**config.mk**
```make
export PLATFORM = sky130hd
export DESIGN_NAME = multicycle_ctrl_flat
export DESIGN_NICKNAME = d
export VERILOG_FILES = /design/src/rtl/multicycle_ctrl_pkg.sv /design/src/rtl/multicycle_ctrl_if.sv /design/src/rtl/multicycle_ctrl_alu_ctrl.sv /design/src/rtl/multicycle_ctrl.sv /design/src/flat_wrapper.sv
export SDC_FILE = /design/constraint.sdc
export NUM_CORES = 1
export LEC_CHECK = 0
export CELL_PAD_IN_SITES_DETAIL_PLACEMENT = 0
export CELL_PAD_IN_SITES_GLOBAL_PLACEMENT = 1
export CORE_ASPECT_RATIO = 0.7
export CORE_UTILIZATION = 23
export DETAILED_ROUTE_END_ITERATION = 10
export MAX_ROUTING_LAYER = met4
export PLACE_DENSITY_LB_ADDON = 0.12
export SLEW_MARGIN = 20
export SYNTH_ARGS = -nofsm -noshare
export SYNTH_HDL_FRONTEND = slang
export SYNTH_SLANG_ARGS = --single-unit
```
**constraint.sdc**
```tcl
create_clock -name clk -period 1.7 [get_ports clk]
set_input_delay 0.17 -clock clk [delete_from_list [all_inputs] [get_ports clk]]
set_output_delay 0.17 -clock clk [all_outputs]
set_load 0.02 [all_outputs]
```
**src/rtl/multicycle_ctrl_pkg.sv**
```systemverilog
// multicycle_ctrl_pkg: opcode/funct values, FSM states and mux/ALU encodings (CTRL_PERF_EN enables perf counters in the top)
package multicycle_ctrl_pkg;
   localparam logic [5:0] OP_RTYPE = 6'h00, OP_ADDI = 6'h08, OP_LW = 6'h23, OP_SW = 6'h2B, OP_BEQ = 6'h04, OP_J = 6'h02;
   localparam logic [5:0] FN_ADD = 6'h20, FN_SUB = 6'h22, FN_AND = 6'h24, FN_OR = 6'h25, FN_SLT = 6'h2A;
   localparam logic [3:0] ALU_AND = 4'b0000, ALU_OR = 4'b0001, ALU_ADD = 4'b0010, ALU_SUB = 4'b0110, ALU_SLT = 4'b0111;
   localparam logic [1:0] SRCB_RT = 2'd0, SRCB_FOUR = 2'd1, SRCB_IMM = 2'd2, SRCB_IMM_SH2 = 2'd3;
   localparam logic [1:0] PCSRC_ALU = 2'd0, PCSRC_ALUOUT = 2'd1, PCSRC_JUMP = 2'd2;
   typedef enum logic [3:0] {
      S_FETCH, S_DECODE, S_EXEC_R, S_EXEC_I, S_ADDR, S_MEM_RD, S_MEM_WR,
      S_WB_R, S_WB_I, S_WB_MEM, S_BRANCH, S_JUMP, S_TRAP
   } state_t;
   typedef enum logic [1:0] {AOP_NONE, AOP_ADD, AOP_SUB, AOP_FUNCT} alu_op_t;
endpackage

```
**src/rtl/multicycle_ctrl_if.sv**
```systemverilog
// multicycle_ctrl_if: IR fields, status and memory handshake in, datapath controls out
interface multicycle_ctrl_if;
   logic [5:0] opcode;
   logic [5:0] funct;
   logic       zero;
   logic       mem_ready;
   logic       mem_req;
   logic       mem_write;
   logic       i_or_d;
   logic       ir_write;
   logic       pc_write;
   logic       pc_write_cond;
   logic [1:0] pc_source;
   logic       alu_src_a;
   logic [1:0] alu_src_b;
   logic [3:0] alu_ctl;
   logic       reg_dst;
   logic       mem_to_reg;
   logic       reg_write;
   logic       halted;
   modport master (
      input  opcode, funct, zero, mem_ready,
      output mem_req, mem_write, i_or_d, ir_write, pc_write, pc_write_cond, pc_source,
             alu_src_a, alu_src_b, alu_ctl, reg_dst, mem_to_reg, reg_write, halted
   );
   modport slave (
      output opcode, funct, zero, mem_ready,
      input  mem_req, mem_write, i_or_d, ir_write, pc_write, pc_write_cond, pc_source,
             alu_src_a, alu_src_b, alu_ctl, reg_dst, mem_to_reg, reg_write, halted
   );
endinterface

```
**src/rtl/multicycle_ctrl_alu_ctrl.sv**
```systemverilog
// alu_ctrl: maps the state's ALU operation class and funct field to an alu_ctl code
module alu_ctrl
   import multicycle_ctrl_pkg::*;
(
   input  alu_op_t    i_op,
   input  logic [5:0] i_funct,
   output logic [3:0] o_alu_ctl
);
   logic [3:0] w_funct_ctl;
   // R-type funct decode; unrecognised funct quietly falls back to ADD
   always_comb begin
      w_funct_ctl = ALU_ADD;
      case (i_funct)
         FN_SUB:  w_funct_ctl = ALU_SUB;
         FN_AND:  w_funct_ctl = ALU_AND;
         FN_OR:   w_funct_ctl = ALU_OR;
         FN_SLT:  w_funct_ctl = ALU_SLT;
         default: w_funct_ctl = ALU_ADD;
      endcase
   end
   assign o_alu_ctl = (i_op == AOP_FUNCT) ? w_funct_ctl :
                      (i_op == AOP_SUB)   ? ALU_SUB     :
                      (i_op == AOP_ADD)   ? ALU_ADD     : ALU_AND;
endmodule

```
**src/rtl/multicycle_ctrl.sv**
```systemverilog
// multicycle_ctrl: fetch/decode/execute/memory/writeback sequencer; CTRL_PERF_EN adds cycle and instruction counters
module multicycle_ctrl
   import multicycle_ctrl_pkg::*;
#(
   parameter bit RESET_PC_WR = 1'b1
) (
   input logic               clk,
   input logic               rst_n,
   multicycle_ctrl_if.master ctrl
`ifdef CTRL_PERF_EN
   ,
   output logic [31:0]       o_cycle_cnt,
   output logic [31:0]       o_instr_cnt
`endif
);
   state_t     r_state;
   state_t     w_next;
   logic       r_first;
   alu_op_t    w_alu_op;
   logic [3:0] w_alu_ctl;
   // next state: memory states wait on mem_ready, TRAP is left only by reset
   always_comb begin
      w_next = r_state;
      case (r_state)
         S_FETCH:  w_next = ctrl.mem_ready ? S_DECODE : S_FETCH;
         S_DECODE: w_next = (ctrl.opcode == OP_RTYPE) ? S_EXEC_R :
                            (ctrl.opcode == OP_ADDI)  ? S_EXEC_I :
                            (ctrl.opcode == OP_LW || ctrl.opcode == OP_SW) ? S_ADDR :
                            (ctrl.opcode == OP_BEQ)   ? S_BRANCH :
                            (ctrl.opcode == OP_J)     ? S_JUMP   : S_TRAP;
         S_EXEC_R: w_next = S_WB_R;
         S_EXEC_I: w_next = S_WB_I;
         S_ADDR:   w_next = (ctrl.opcode == OP_LW) ? S_MEM_RD : S_MEM_WR;
         S_MEM_RD: w_next = ctrl.mem_ready ? S_WB_MEM : S_MEM_RD;
         S_MEM_WR: w_next = ctrl.mem_ready ? S_FETCH : S_MEM_WR;
         S_WB_R, S_WB_I, S_WB_MEM, S_BRANCH, S_JUMP: w_next = S_FETCH;
         default:  w_next = S_TRAP;
      endcase
   end
   // state register; r_first flags the first cycle after reset release
   always_ff @(posedge clk or negedge rst_n) begin
      if (!rst_n) begin
         r_state <= S_FETCH;
         r_first <= 1'b1;
      end else begin
         r_state <= w_next;
         r_first <= 1'b0;
      end
   end
   // control decode from state; everything is held low while reset is asserted so mem_req drops at once
   always_comb begin
      ctrl.mem_req       = 1'b0;
      ctrl.mem_write     = 1'b0;
      ctrl.i_or_d        = 1'b0;
      ctrl.ir_write      = 1'b0;
      ctrl.pc_write      = 1'b0;
      ctrl.pc_write_cond = 1'b0;
      ctrl.pc_source     = PCSRC_ALU;
      ctrl.alu_src_a     = 1'b0;
      ctrl.alu_src_b     = SRCB_RT;
      ctrl.reg_dst       = 1'b0;
      ctrl.mem_to_reg    = 1'b0;
      ctrl.reg_write     = 1'b0;
      ctrl.halted        = 1'b0;
      w_alu_op           = AOP_NONE;
      if (rst_n) begin
         case (r_state)
            S_FETCH: begin
               ctrl.mem_req   = 1'b1;
               ctrl.alu_src_b = SRCB_FOUR;
               w_alu_op       = AOP_ADD;
               ctrl.ir_write  = ctrl.mem_ready;
               ctrl.pc_write  = ctrl.mem_ready | (RESET_PC_WR & r_first);
            end
            S_DECODE: begin
               ctrl.alu_src_b = SRCB_IMM_SH2;
               w_alu_op       = AOP_ADD;
            end
            S_EXEC_R: begin
               ctrl.alu_src_a = 1'b1;
               w_alu_op       = AOP_FUNCT;
            end
            S_EXEC_I, S_ADDR: begin
               ctrl.alu_src_a = 1'b1;
               ctrl.alu_src_b = SRCB_IMM;
               w_alu_op       = AOP_ADD;
            end
            S_WB_R: begin
               ctrl.reg_dst   = 1'b1;
               ctrl.reg_write = 1'b1;
            end
            S_WB_I: ctrl.reg_write = 1'b1;
            S_MEM_RD, S_MEM_WR: begin
               ctrl.mem_req   = 1'b1;
               ctrl.i_or_d    = 1'b1;
               ctrl.mem_write = (r_state == S_MEM_WR);
            end
            S_WB_MEM: begin
               ctrl.mem_to_reg = 1'b1;
               ctrl.reg_write  = 1'b1;
            end
            S_BRANCH: begin
               ctrl.alu_src_a     = 1'b1;
               w_alu_op           = AOP_SUB;
               ctrl.pc_write_cond = 1'b1;
               ctrl.pc_source     = PCSRC_ALUOUT;
            end
            S_JUMP: begin
               ctrl.pc_write  = 1'b1;
               ctrl.pc_source = PCSRC_JUMP;
            end
            S_TRAP:  ctrl.halted = 1'b1;
            default: ctrl.halted = 1'b0;
         endcase
      end
   end
   alu_ctrl u_alu_ctrl (
      .i_op      (w_alu_op),
      .i_funct   (ctrl.funct),
      .o_alu_ctl (w_alu_ctl)
   );
   assign ctrl.alu_ctl = w_alu_ctl;
`ifdef CTRL_PERF_EN
   logic [31:0] r_cycle_cnt;
   logic [31:0] r_instr_cnt;
   // cycles exclude TRAP; an instruction retires on every return to FETCH
   always_ff @(posedge clk or negedge rst_n) begin
      if (!rst_n) begin
         r_cycle_cnt <= 32'd0;
         r_instr_cnt <= 32'd0;
      end else begin
         if (r_state != S_TRAP) r_cycle_cnt <= r_cycle_cnt + 32'd1;
         if (r_state != S_FETCH && w_next == S_FETCH) r_instr_cnt <= r_instr_cnt + 32'd1;
      end
   end
   assign o_cycle_cnt = r_cycle_cnt;
   assign o_instr_cnt = r_instr_cnt;
`endif
endmodule
```
**src/flat_wrapper.sv**
```systemverilog
// flat-port wrapper written by rule: the top's interface ports become plain ports
module multicycle_ctrl_flat import multicycle_ctrl_pkg::*;
#(
   parameter bit RESET_PC_WR = 1'b1
)
  (clk, rst_n, ctrl_opcode, ctrl_funct, ctrl_zero, ctrl_mem_ready, ctrl_mem_req, ctrl_mem_write, ctrl_i_or_d, ctrl_ir_write, ctrl_pc_write, ctrl_pc_write_cond, ctrl_pc_source, ctrl_alu_src_a, ctrl_alu_src_b, ctrl_alu_ctl, ctrl_reg_dst, ctrl_mem_to_reg, ctrl_reg_write, ctrl_halted);
  multicycle_ctrl_if ctrl_i ();
  input logic clk;
  input logic rst_n;
  input wire logic [$bits(ctrl_i.opcode)-1:0] ctrl_opcode;
  input wire logic [$bits(ctrl_i.funct)-1:0] ctrl_funct;
  input wire logic [$bits(ctrl_i.zero)-1:0] ctrl_zero;
  input wire logic [$bits(ctrl_i.mem_ready)-1:0] ctrl_mem_ready;
  output wire logic [$bits(ctrl_i.mem_req)-1:0] ctrl_mem_req;
  output wire logic [$bits(ctrl_i.mem_write)-1:0] ctrl_mem_write;
  output wire logic [$bits(ctrl_i.i_or_d)-1:0] ctrl_i_or_d;
  output wire logic [$bits(ctrl_i.ir_write)-1:0] ctrl_ir_write;
  output wire logic [$bits(ctrl_i.pc_write)-1:0] ctrl_pc_write;
  output wire logic [$bits(ctrl_i.pc_write_cond)-1:0] ctrl_pc_write_cond;
  output wire logic [$bits(ctrl_i.pc_source)-1:0] ctrl_pc_source;
  output wire logic [$bits(ctrl_i.alu_src_a)-1:0] ctrl_alu_src_a;
  output wire logic [$bits(ctrl_i.alu_src_b)-1:0] ctrl_alu_src_b;
  output wire logic [$bits(ctrl_i.alu_ctl)-1:0] ctrl_alu_ctl;
  output wire logic [$bits(ctrl_i.reg_dst)-1:0] ctrl_reg_dst;
  output wire logic [$bits(ctrl_i.mem_to_reg)-1:0] ctrl_mem_to_reg;
  output wire logic [$bits(ctrl_i.reg_write)-1:0] ctrl_reg_write;
  output wire logic [$bits(ctrl_i.halted)-1:0] ctrl_halted;
  assign ctrl_i.opcode = ctrl_opcode;
  assign ctrl_i.funct = ctrl_funct;
  assign ctrl_i.zero = ctrl_zero;
  assign ctrl_i.mem_ready = ctrl_mem_ready;
  assign ctrl_mem_req = ctrl_i.mem_req;
  assign ctrl_mem_write = ctrl_i.mem_write;
  assign ctrl_i_or_d = ctrl_i.i_or_d;
  assign ctrl_ir_write = ctrl_i.ir_write;
  assign ctrl_pc_write = ctrl_i.pc_write;
  assign ctrl_pc_write_cond = ctrl_i.pc_write_cond;
  assign ctrl_pc_source = ctrl_i.pc_source;
  assign ctrl_alu_src_a = ctrl_i.alu_src_a;
  assign ctrl_alu_src_b = ctrl_i.alu_src_b;
  assign ctrl_alu_ctl = ctrl_i.alu_ctl;
  assign ctrl_reg_dst = ctrl_i.reg_dst;
  assign ctrl_mem_to_reg = ctrl_i.mem_to_reg;
  assign ctrl_reg_write = ctrl_i.reg_write;
  assign ctrl_halted = ctrl_i.halted;
  multicycle_ctrl #(.RESET_PC_WR(RESET_PC_WR)) u_core (.clk(clk), .rst_n(rst_n), .ctrl(ctrl_i));
endmodule
```
==> impl_metrics.csv <==
group,metric,value,unit
run_status,status,"finished with violations",
run_status,violations,"hold timing, setup timing",
logic_synthesis,postSynthCellCount,96,
critical_path,endpoint_kind,"output pin",
global_route,grt_max_degree,14,
logic_synthesis,syn_area,667,sq um
global_route,grt_usage,19.7,%
place,io_buffers,32,
timing,post-route-period-util,119,%
place,hpwlAfterDp,2070,microns
power_and_ir_drop,switching_power,926,uW
timing,period_minus_slack,2.03,ns
routing,num_vias,999,
cells_and_area,num_antenna_cells,0,
critical_path,setup.worst_path.class,"flip-flop to output pin",
routing,drtIter0Drc,27,
power_and_ir_drop,power.leakage,0.000606,uW
global_route,grt_overflow,0,
logic_synthesis,synth_area_leader_cell,"dfrtp_1",
cells_and_area,fillCellCount,252,
power_and_ir_drop,p_seq_share,9.7,%
floorplan,dieArea,0.00312,sq mm
clock_tree,cts_tree,"built",
place,place_inst,184,
logic_synthesis,synth_fa_ha_area_share,5.25,%
logic_synthesis,synth.top_cell.area_share,15.0,%
place,place_ws,-0.665,ns
flow_run,drv_cap,0,
clock_tree,cts_sinks,5,
critical_path,start_kind,"flip-flop",
routing,drc,0,
critical_path,cp.required,1.53,ns
worst_hold_path,hp-class,"input port to async pin",
power_and_ir_drop,clockPowerShare,11.2,%
clock_tree,cts_buffer_depth,2,
critical_path,critPathArrivalTime,1.86,ns
logic_synthesis,synth_seq_cells,5,
timing,timing.hold.ws,-0.00961,ns
timing,hold_viol,3,
routing,viasPerCell,5.12,
routing,drt_wl_total,2910,microns
clock_tree,cts_max_level,1,
routing,wl_per_cell,14.9,microns
floorplan,die_w,66.4,microns
floorplan,row_count,15,
cells_and_area,instances_no_fill,195,
floorplan,core,0.00261,sq mm
floorplan,die_y,47.1,microns
logic_synthesis,synth_edf_count,0,
logic_synthesis,synthArstFlopShare,100,%
clock_tree,clkSlewWorstSetupHoldPaths,0.03,ns
cells_and_area,area_growth,109,%
global_route,antenna_found_initial,0,
logic_synthesis,synthSimpleGateAreaFrac,38.3,%
power_and_ir_drop,p_sw_share,45.0,%
cells_and_area,drive_above_1_share,47.8,%
logic_synthesis,synthMuxAreaShare,0,%
timing,final-setup-viol-count,5,
logic_synthesis,yosys-top-cells-area,"dfrtp_1, nor2_1, a21oi_1, nand2_1, dfstp_2",
critical_path,critPathMaxFanout,3,
logic_synthesis,synth_compound_area_share,28.9,%
place,place.gp.congestion,0.819,
floorplan,ios,35,
clock_tree,clk_latency,0.23,ns
logic_synthesis,synthXorXnorAreaFrac,1.31,%
power_and_ir_drop,total_power,2060,uW
logic_synthesis,yosysSeqAreaShare,18.9,%
logic_synthesis,yosysWarnings,0,
logic_synthesis,synth_top_flop_cell,"dfrtp_1",
power_and_ir_drop,peakVddDrop,716,uV
timing,slew_viol_final,0,
routing,ant_nets,0,
timing,post-route-worst-setup-slack,-0.327,ns
routing,drt_pass1_iterations,4,
logic_synthesis,synth_cell_types,41,
timing,clock.fmax,0.493,GHz
logic_synthesis,synth_top_family_by_area,"simple AND/OR/NAND/NOR gates",
clock_tree,cts_buffers,3,
global_route,grt_pass1_vias,895,
power_and_ir_drop,internal-power,1130,uW
power_and_ir_drop,p_comb_share,79.1,%
timing,rsz0062_at_grt,"true",
clock_tree,root_buffer,"clkbuf_8",
timing,skew,0.00449,ns
logic_synthesis,syn_avg_cell_area,6.95,sq um
power_and_ir_drop,power_per_cell_area,1470,mW/mm^2
floorplan,initial_core_util,25.6,%
cells_and_area,num-nets-final,180,
global_route,grt_first_pass_wirelength,4240,microns
## path summary, 6_finish.rpt
check,cells after the start,startpoint,slack [ns],endpoint
setup / recovery,8,u_core.r_state[0],-0.33,ctrl_alu_ctl[1]
setup reg to reg,4,u_core.r_state[2],0.06,u_core.r_state[0]
hold reg to reg,3,u_core.r_state[3],0.68,u_core.r_state[2]
min in group clk,3,u_core.r_state[3],0.68,u_core.r_state[2]
max in group asynchronous,3,rst_n,1.02,u_core.r_state[2]
hold / removal,2,rst_n,-0.01,u_core.r_state[3]
## worst max-delay path, stage by stage (launching register included)
cell and delay, ns:
dfrtp_1 0.39, or2_1 0.24, a21o_1 0.19, inv_2 0.07
ha_4 0.13, nand3b_1 0.11, nor4b_2 0.30, a21oi_2 0.06
buf_6 0.14
## what timing repair did
item,4_1_cts,5_1_grt
pin swaps,7,8
setup endpoints to repair,18,17
hold buffers,0,1
endpoints found under the hold margin,0,1
buffers inserted,4,2
gates resized for setup,58,46
gates cloned,0,0
## cell usage in the layout (no fill, tap or decap), drive strengths merged, types with 2 or more instances in the layout
cell           count
nor2              12
clkdlybuf4s50     13
or2                2
nand2             10
nor3b              3
clkbuf            10
o211ai             3
conb               2
nand3              5
a21oi              8
o21ai              4
nor2b              4
nor3               2
buf               43
or3                3
ha                 2
nand2b             2
inv                5
dfrtp              4
## power by group through the flow
stage	clock network, uW	logic, uW	registers [uW]
global route	241	1740	203
floorplan	0	687	195
global placement	0	1310	201
finish	230	1630	199
CTS	239	1360	197
detailed placement	0	1320	200
## sequential cells by signal, summed over array words and instances (netlist names)
register and flops:
u_core.r_state 4, u_core.r_first 1
## cell families after synthesis
group	count (synthesis)
AND/OR/NAND/NOR	48
AO/OA/AOI/OAI	27
buffers and inverters	11
flip-flops	5
adder cells (fa/ha/maj)	3
XOR/XNOR	1
other	1
## layer usage
layer / GRT usage [%] / part of all wire [%] / up-vias
li1: - / - / 479
met1: 25.3 / 48 / 487
met2: 30.6 / 47 / 28
met3: 3.16 / 4.2 / 5
met4: 9.36 / 1.3 / 0
met5: - / 0 / -
## stage by stage
stage                     setup TNS, ns  util (%)  instance area, sq um  hold slack (ns)
after floorplan                 -0.0754         -                   684           -0.126
after global placement            -4.58      46.8                  1220            0.584
after detailed placement          -4.74      46.8                  1220            0.590
after CTS                        -0.708      49.4                  1290            0.351
after global routing              -1.13      53.4                  1390          0.00435
final                            -0.744      53.4                  1390         -0.00961
## cell type report
class	instances	area (sq um)	share of cell area, %
clock buffers	4	45.0	3.23
inverters	5	18.8	1.35
multi-input cells	81	614	44.1
flip-flops and latches	5	126	9.07
well taps	34	42.5	3.05
repair buffers	66	547	39.2
## cells in the mapped netlist (all sizes together), types with 2 or more instances
cell type,instances
nor2,12
clkbuf,4
a21oi,8
nand2b,2
ha,2
or3,3
buf,2
nand2,10
nor2b,4
inv,5
o21ai,4
or2,2
nor3,2
nand3,5
dfrtp,4
nor3b,3
o211ai,3
(Power assumes the default switching activity.)
